--- config.mk ---
export PLATFORM = sky130hd
export DESIGN_NAME = timer_counter
export DESIGN_NICKNAME = d
export VERILOG_FILES = /design/src/rtl/timer_counter.sv
export SDC_FILE = /design/constraint.sdc
export NUM_CORES = 1
export LEC_CHECK = 0
export BUFFER_PORTS_ARGS = -buffer_cell sky130_fd_sc_hd__buf_2
export CAP_MARGIN = 25
export CORE_MARGIN = 8
export CORE_UTILIZATION = 44
export CTS_BUF_LIST = sky130_fd_sc_hd__clkbuf_2
export CTS_CLUSTER_DIAMETER = 30
export DETAILED_ROUTE_END_ITERATION = 7
export PLACE_DENSITY_LB_ADDON = 0.2
export SLEW_MARGIN = 20
export SYNTH_ARGS = -nofsm -noshare
export SYNTH_HDL_FRONTEND = slang
export SYNTH_SLANG_ARGS = --single-unit
--- constraint.sdc ---
create_clock -name clk -period 2 [get_ports clk]
set_input_delay 0.2 -clock clk [delete_from_list [all_inputs] [get_ports clk]]
set_output_delay 0.2 -clock clk [all_outputs]
set_load 0.005 [all_outputs]
--- src/rtl/timer_counter.sv ---
// timer_counter: 8-bit up/down timer driven by prescaler divided clocks, with sticky ovf/udf flags.
// Define TIMER_COMPARE_EN to enable the sticky compare-match flag cmp.
module timer_counter #(
   parameter int WIDTH = 8
) (
   input  logic             clk,
   input  logic             rst,
   input  logic             clk_div2,
   input  logic             clk_div4,
   input  logic             clk_div8,
   input  logic             clk_div16,
   input  logic [2:0]       cks,
   input  logic             en,
   input  logic             up_dn,
   input  logic             load,
   input  logic [WIDTH-1:0] tdr,
   input  logic [WIDTH-1:0] tcr,
   input  logic [2:0]       flag_clr,
   output logic [WIDTH-1:0] cnt,
   output logic             ovf,
   output logic             udf,
   output logic             cmp,
   output logic             tick
);
   logic             src;
   logic             src_q;
   logic [2:0]       cks_q;
   logic [WIDTH-1:0] nxt;
   logic             wrap_up;
   logic             wrap_dn;
   always_comb begin
      src     = cks == 3'd1 ? clk_div2 :
                cks == 3'd2 ? clk_div4 :
                cks == 3'd3 ? clk_div8 :
                cks == 3'd4 ? clk_div16 : 1'b0;
      // a select change suppresses the tick so a stale src_q cannot fake an edge
      tick    = ~rst & en & (cks == cks_q) & ((cks == 3'd0) | (src & ~src_q));
      nxt     = up_dn ? cnt + WIDTH'(1) : cnt - WIDTH'(1);
      wrap_up = tick & ~load & up_dn & (&cnt);
      wrap_dn = tick & ~load & ~up_dn & ~(|cnt);
   end
   always_ff @(posedge clk or posedge rst) begin
      if (rst) begin
         src_q <= 1'b0;
         cks_q <= 3'd0;
         cnt   <= '0;
         ovf   <= 1'b0;
         udf   <= 1'b0;
      end else begin
         src_q <= src;
         cks_q <= cks;
         cnt   <= load ? tdr : tick ? nxt : cnt;
         ovf   <= wrap_up | (ovf & ~flag_clr[0]);
         udf   <= wrap_dn | (udf & ~flag_clr[1]);
      end
   end
`ifdef TIMER_COMPARE_EN
   always_ff @(posedge clk or posedge rst) begin
      if (rst) cmp <= 1'b0;
      else     cmp <= (tick & ~load & (nxt == tcr)) | (cmp & ~flag_clr[2]);
   end
`else
   logic unused_cfg;
   assign unused_cfg = ^{tcr, flag_clr[2]};
   assign cmp = 1'b0;
`endif
endmodule
Yosys cells after proc, flatten, opt, wreduce, memory -nomap -nowiden
Index checks and enable logic that the tools add are counted.

operators by class
  equal/unequal tests = 5
  add/subtract/negate cells = 2
  reductions and logical operators = 4
  mux-type cells = 7
  bitwise operators = 21

operators by type and width
  cell                                                                    count
  8-bit two-way mux                                                       3
  1-bit bitwise AND                                                       11
  8-bit by 1-bit adder with 8-bit output (second input constant)          1
  8-bit AND reduction                                                     1
  8-bit OR reduction                                                      1
  8-bit by 1-bit subtractor with 8-bit output (second input constant)     1
  1-bit inverter                                                          7
  3-bit by 2-bit equality test with 1-bit output (second input constant)  2
  1-bit two-way mux                                                       4
  3-bit by 1-bit equality test with 1-bit output (second input constant)  1
  3-bit equality test                                                     1
  3-bit equality test (second input constant)                             1
  3-bit zero test                                                         1
  1-bit bitwise OR                                                        3
  2-bit nonzero test                                                      1

storage, ports and cells
  logic and storage cells = 44
  flip-flop bits (word level) = 14
  output and inout bits = 12

Logic depth before layout (Yosys ltp)
Gate-level depths: netlist of run 1.

  word-level depth = 12
  gate-level depth with buffers = 7
  mapped depth without buffers = 7

Least setup slack after synthesis of run 1
Ideal clock, no wire load.

  kind = register -> register
  from = register cnt[4]
  to = register cnt[7]
  stages on the path, launching flop included = 7
  path slack = -0.043 ns
  period minus slack after synthesis = 2.043 ns
  arrival = 1.911 ns
  required time = 1.868 ns
  path through = dfrtp_1 ha_1 and2_1 a311oi_1 a211o_1 a31oi_1 or3b_1

on the way
  word-level cells in the longest chain between the ends = 4

ends and longest elaborated chain
  element                                                                                                RTL line  text
  from (decl)                                                                                            19        output logic [WIDTH-1:0] cnt,
  from (signal assigned)                                                                                 52        cnt <= load ? tdr : tick ? nxt : cnt;
  8-bit by 1-bit subtractor with 8-bit output or 8-bit by 1-bit adder with 8-bit output (tied branches)  38        nxt = up_dn ? cnt + WIDTH'(1) : cnt - WIDTH'(1);
  8-bit two-way mux (*)                                                                                  38
  8-bit two-way mux (*) (2 in a row)                                                                     52

Every way passes the cells marked *; elsewhere a longest branch is shown, timed or not. The select of a mux whose other input is x is not followed.
A chain may end at the register's enable or synchronous reset.

Worst setup path after layout of run 1
  from = input port rst
  to = output port tick

on the way
  word-level cells in the longest chain between the ends = 4

ends and longest elaborated chain
  element                         RTL line  text
  from (decl)                     7         input logic rst,
  1-bit inverter                  37        tick = ~rst & en & (cks == cks_q) & ((cks == 3'd0) | (src & ~src_q));
  1-bit bitwise AND (3 in a row)  37
  to (decl)                       23        output logic tick

Every way passes these cells.

==> results of run 1 <==
[cells by family after synthesis]
group,synth area share
and+or+nand+nor,0.1964
AOI/OAI and AO/OA,0.2183
DFF,0.3415
buffers and inverters,0.04878
adders and majority gates,0.09268
xor gates and xnor gates,0.05976
muxes,0.03903
other,0.003655
[area by class of cell]
type | instances | share of cell area
multi-input combinational | 91 | 0.4684
timing repair buffer | 50 | 0.2148
tap | 28 | 0.02527
sequential | 14 | 0.2527
clock buffer | 3 | 0.01083
inverter | 7 | 0.02798
[worst max-delay path: stages]
cell,delay (ns)
dlygate4sd3_1,0.53
buf_2,0.13
nor2b_1,0.11
nand4_1,0.16
a211o_4,0.40
clkinv_8,0.09
buf_2,0.11
[path summary, 6_finish.rpt]
check	from	endpoint
setup / recovery	rst	tick
hold reg to reg	ovf	ovf
min in group asynchronous	rst	udf
max in group asynchronous	rst	cnt[4]
setup reg to reg	cnt[4]	cnt[7]
hold / removal	flag_clr[1]	udf
[stage by stage]
stage	worst slack, ns	utilization	hold WS, ns	area (um2)
finish	0.06866	0.6267	0.08003	1386
global route	-0.01013	0.6267	0.06783	1386
CTS	0.004682	0.6103	0.07002	1350
detailed placement	-0.1143	0.5973	0.2971	1321
global placement	-0.05896	0.5973	0.2723	1321
floorplan	0.02017	-	0.08922	1032
[power breakdown]
part           internal, mW  leakage [nW]  total (mW)  switching [mW]
clock                0.0409        0.0125       0.132          0.0910
combinational         0.148         0.480       0.295           0.147
sequential            0.305         0.170       0.325          0.0205
total                 0.493         0.663       0.752           0.258
[layer usage]
layer	vias up	track usage	part of all wire
li1	521	-	-
met1	488	0.1545	0.41
met2	39	0.2534	0.51
met3	4	0.03484	0.061
met4	0	0.09264	0.019
met5	-	0	0
[placed cells by master (no fill, tap or decap), types with 6 or more instances in the layout]
| master | count |
|---|---|
| buf_2 | 32 |
| buf_4 | 17 |
| dfrtp_1 | 14 |
| ha_1 | 6 |
| inv_1 | 6 |
| nand2_1 | 14 |
| nand4_1 | 6 |
| nor2_1 | 7 |
| o21ai_0 | 9 |
| xnor2_1 | 6 |
[sequential cells by signal, indices dropped and copies added (netlist names)]
signal  cells
cks_q       3
cnt         8
src_q       1
udf         1
ovf         1
[what timing repair did]
item | CTS | global route
pin swaps | 1 | 7
resized for setup | 1 | 2
buffers inserted | 0 | 3
hold buffers | 1 | 0
setup endpoints to repair | 2 | 3
endpoints found under the hold margin | 14 | 0
==> results.yml, run 1 <==
setup_path:
  worstSetupPathType: "in -> out"
  crit_path_end_kind: "output port"
  cp.arrival_ns: 1.73
  startpoint_type: "input port"
  critPathMaxFanout: 10
  rr_worst_depth: 6
  ff2ff_setup_slack_ns: 0.08
  required_ns: 1.80
floorplanning:
  fp.dieW_um: 64.29
  placementRows: 17
  core_area_um2: 2212
  start_util: 0.4638
  die_height_um: 64.29
  die_area_um2: 4133
  io_pins: 43
clock_network:
  cts_tree: "yes"
  clk_pin_slew_ns: 0.14
  cts_buffers: 3
  worstSkewPairLatency_ns: 0.27
  cts_buffer_depth: 2
  cts_root_buffer: "clkbuf_2"
  h-tree-depth: 1
  cts_sinks: 14
global_routing:
  grt_use_total: 0.1459
  antenna_found_initial: 0
  grt_pass1_wl_mm: 4.961
  grt_pass1_vias: 1135
  gr-total-overflow: 0
  grt_max_degree: 16
job:
  drv_cap: 0
routing:
  drt-initial-drc-count: 32
  postRouteAntennaNets: 0
  drc: 0
  vias: 1052
  vias_per_cell: 5.451
  avgRoutedWirePerCell_um: 15.15
  first_pass_iters: 4
  wirelength_mm: 2.924
synthesis:
  synth_nets: 152
  synth_seq_area_share: 0.3415
  ys_top_cells_by_count: "dfrtp_1 (14), nand2_1 (14), o21ai_0 (9), nor2_1 (7)"
  synth_top_area_frac: 0.3415
  synth-seq-cells: 14
  synth_area_um2: 1026
  syn_inst: 114
  synth.avg_cell_area_um2: 9.000
  yosysTopAreaCell: "dfrtp_1"
  synth.area.top_cells: "dfrtp_1 (34%), ha_1 (7.3%), nand2_1 (5.1%)"
  synth_ff_type: "dfrtp_1"
  yosys_warnings: 0
  synth_async_sr_flop_share: 1.000
  synth_cell_type_count: 40
  synth_edf_count: 0
placement:
  placedCellCount: 186
  hpwlAfterDp_mm: 2.248
  gp_congestion: 0.7959
  io_buffers: 32
timing:
  finalClockSkew_ns: 0.005865
  min_period_ns: 1.931
  fmax_mhz: 517.8
  final-setup-viol-count: 0
  tns_ns: 0
  max_slew_margin: 0.6310
  slew_viol_final: 0
  fin_crit_sh: 0.9657
  hold_viol: 0
  tightest_slew_ns: 0.5529
cells_and_area:
  seq_area_um2: 350.3
  areaGrowthSynthToFinish_pct: 35.12
  drive_gt1_frac: 0.3697
  finalNonFillerCells: 193
  n_antenna_cell: 0
  finalNetCount: 205
  multi_input_area_um2: 649.4
  fill_cells: 212
pwr:
  p_leak_nw: 0.6626
  power_density_nw_per_um2: 542.2
  power_uw: 751.6
  peakVddDrop_v: 0.0003229
status:
  status: "complete, no violations"
hold_path:
  hold_depth: 2
  hold_path_class: "in -> reg"
Power figures use the tool's default switching activity.
==> run 2: changes to the inputs <==
==> constraint.sdc (replaced) <==
create_clock -name clk -period 2 [get_ports clk]
set_input_delay 0.3 -clock clk [delete_from_list [all_inputs] [get_ports clk]]
set_output_delay 0.3 -clock clk [all_outputs]
set_load 0.005 [all_outputs]
==> run 2 against run 1 <==
Net effect:
- cell area rose by 2.9%
- non-clock buffer count rose by 3
- critical path type is now reg -> reg
- clock power rose by 4%
- sequential power barely moved
- hold slack got worse by 0.032 ns
- largest power group unchanged
- utilization rose by 1.8 points
- register-to-register slack improved by 0.02 ns
- via count fell by 1.3%
- critical endpoint is now cnt[7]
- first-iteration DRC count fell by 22%
- die area did not move
==> results.yml, run 2 (synthesized netlist as in run 1, its figures left out) <==
setup_path:
  critPathMaxFanout: 3
  crit_path_end_kind: "flip-flop"
  startpoint_type: "flip-flop"
  required_ns: 2.17
  ff2ff_setup_slack_ns: 0.1
  worstSetupPathType: "reg -> reg"
  cp.arrival_ns: 2.07
cells_and_area:
  mostFrequentLayoutCells: "buf_2 (32), buf_4 (21), nand2_1 (14), dfrtp_1 (14), o21ai_0 (9)"
  finalNetCount: 208
  final_area_um2: 1426
  areaGrowthSynthToFinish_pct: 39.02
  regMostFlops: "cnt"
  n_antenna_cell: 0
  layout_commonest_cell: "buf_2"
  drive_gt1_frac: 0.3964
  finalNonFillerCells: 197
  largest_reg_flops: 8
  reg_top3: "cnt x8, cks_q x3"
global_routing:
  grt_use_total: 0.1408
  grt_pass1_vias: 1064
  grt_pass1_wl_mm: 4.823
  gr-total-overflow: 0
  grt_max_degree: 16
  antenna_found_initial: 0
floorplanning:
  start_util: 0.4638
  placementRows: 17
  io_pins: 43
  fp.dieW_um: 64.29
  die_height_um: 64.29
  die_area_um2: 4133
  core_area_um2: 2212
clock_network:
  cts_sinks: 14
  clk_pin_slew_ns: 0.14
  worstSkewPairLatency_ns: 0.27
  h-tree-depth: 1
  cts_buffer_depth: 2
  cts_root_buffer: "clkbuf_2"
  cts_tree: "yes"
  cts_buffers: 3
routing:
  first_pass_iters: 4
  vias: 1038
  vias_per_cell: 5.269
  avgRoutedWirePerCell_um: 14.26
  drt-initial-drc-count: 25
  drc: 0
  postRouteAntennaNets: 0
  wirelength_mm: 2.809
pwr:
  peakVddDrop_v: 0.0003147
  power_density_nw_per_um2: 540.6
  power_uw: 771.1
  p_leak_nw: 0.6749
timing:
  fin_crit_sh: 0.9504
  hold_viol: 0
  hold-worst-slack_ns: 0.04772
  fmax_mhz: 526.1
  finalClockSkew_ns: 0.005172
  rsz0062_at_grt: "no"
  max_slew_margin: 0.6098
  slew_viol_final: 0
  tightest_slew_ns: 0.5706
  final-setup-viol-count: 0
  min_period_ns: 1.901
placement:
  io_buffers: 32
  dpl_cell_area_um2: 1368
  placedCellCount: 190
  gp_congestion: 0.8084
  hpwlAfterDp_mm: 2.314
job:
  drv_cap: 0
status:
  status: "complete, no violations"
hold_path:
  hold_path_class: "in -> async"
[run 2: cell types whose count changed in the layout (fill, tap and decap cells not counted), sizes merged]
cell	delta
clkinvlp	+1
inv	-1
buf	+4
dlygate4sd3	-1
clkinv	+1
[run 2: report_power, final]
part | internal, mW | leakage [nW] | switching [mW]
Sequential | 0.305 | 0.170 | 0.0212
Combinational | 0.161 | 0.491 | 0.147
Clock | 0.0435 | 0.0140 | 0.0937
[run 2: stage by stage]
| stage | worst slack (ns) | util | setup TNS, ns |
|---|---|---|---|
| CTS | 0.03192 | 0.6267 | 0 |
| detailed placement | -0.2343 | 0.6182 | -0.4519 |
| floorplan | 0.01403 | - | 0 |
| global route | 0.009885 | 0.6448 | 0 |
| global placement | -0.2030 | 0.6182 | -0.3617 |
| finish | 0.09919 | 0.6448 | 0 |
[run 2: layer usage]
| layer | GRT usage | wire length (um) |
|---|---|---|
| met1 | 0.1734 | 1239 |
| met2 | 0.2298 | 1380 |
| met3 | 0.03310 | 162 |
| met4 | 0.05722 | 27 |
| met5 | 0 | 0 |
[run 2: repair_timing]
item	CTS	global route
setup buffers	0	3
hold buffers	0	0
gates resized for setup	0	3
setup endpoints to repair	0	3
[run 2: final cells by class]
type | instances | area [um2]
clock buffer | 3 | 15.01
clock inverter | 1 | 3.754
fill | 214 | 785.8
inverter | 7 | 42.54
multi-input combinational | 91 | 661.9
sequential | 14 | 350.3
tap | 28 | 35.03
timing repair buffer | 53 | 317.8
[run 2: worst max-delay path, cell delays in order, from the launching register on]
cell and delay [ns]:
dfrtp_1 0.44, ha_1 0.30, a21o_1 0.15, nand4_1 0.15, a211o_1 0.34, nand4_1 0.08
or3b_1 0.34
[run 2: path summary, 6_finish.rpt]
path                            end  cells after the start        start
min reg2reg                     udf                      2          udf
max reg2reg                  cnt[7]                      6       cnt[1]
max in group asynchronous    cnt[3]                      2          rst
min                        cks_q[0]                      2          rst
max                          cnt[7]                      6       cnt[1]
min in group clk                udf                      2  flag_clr[1]
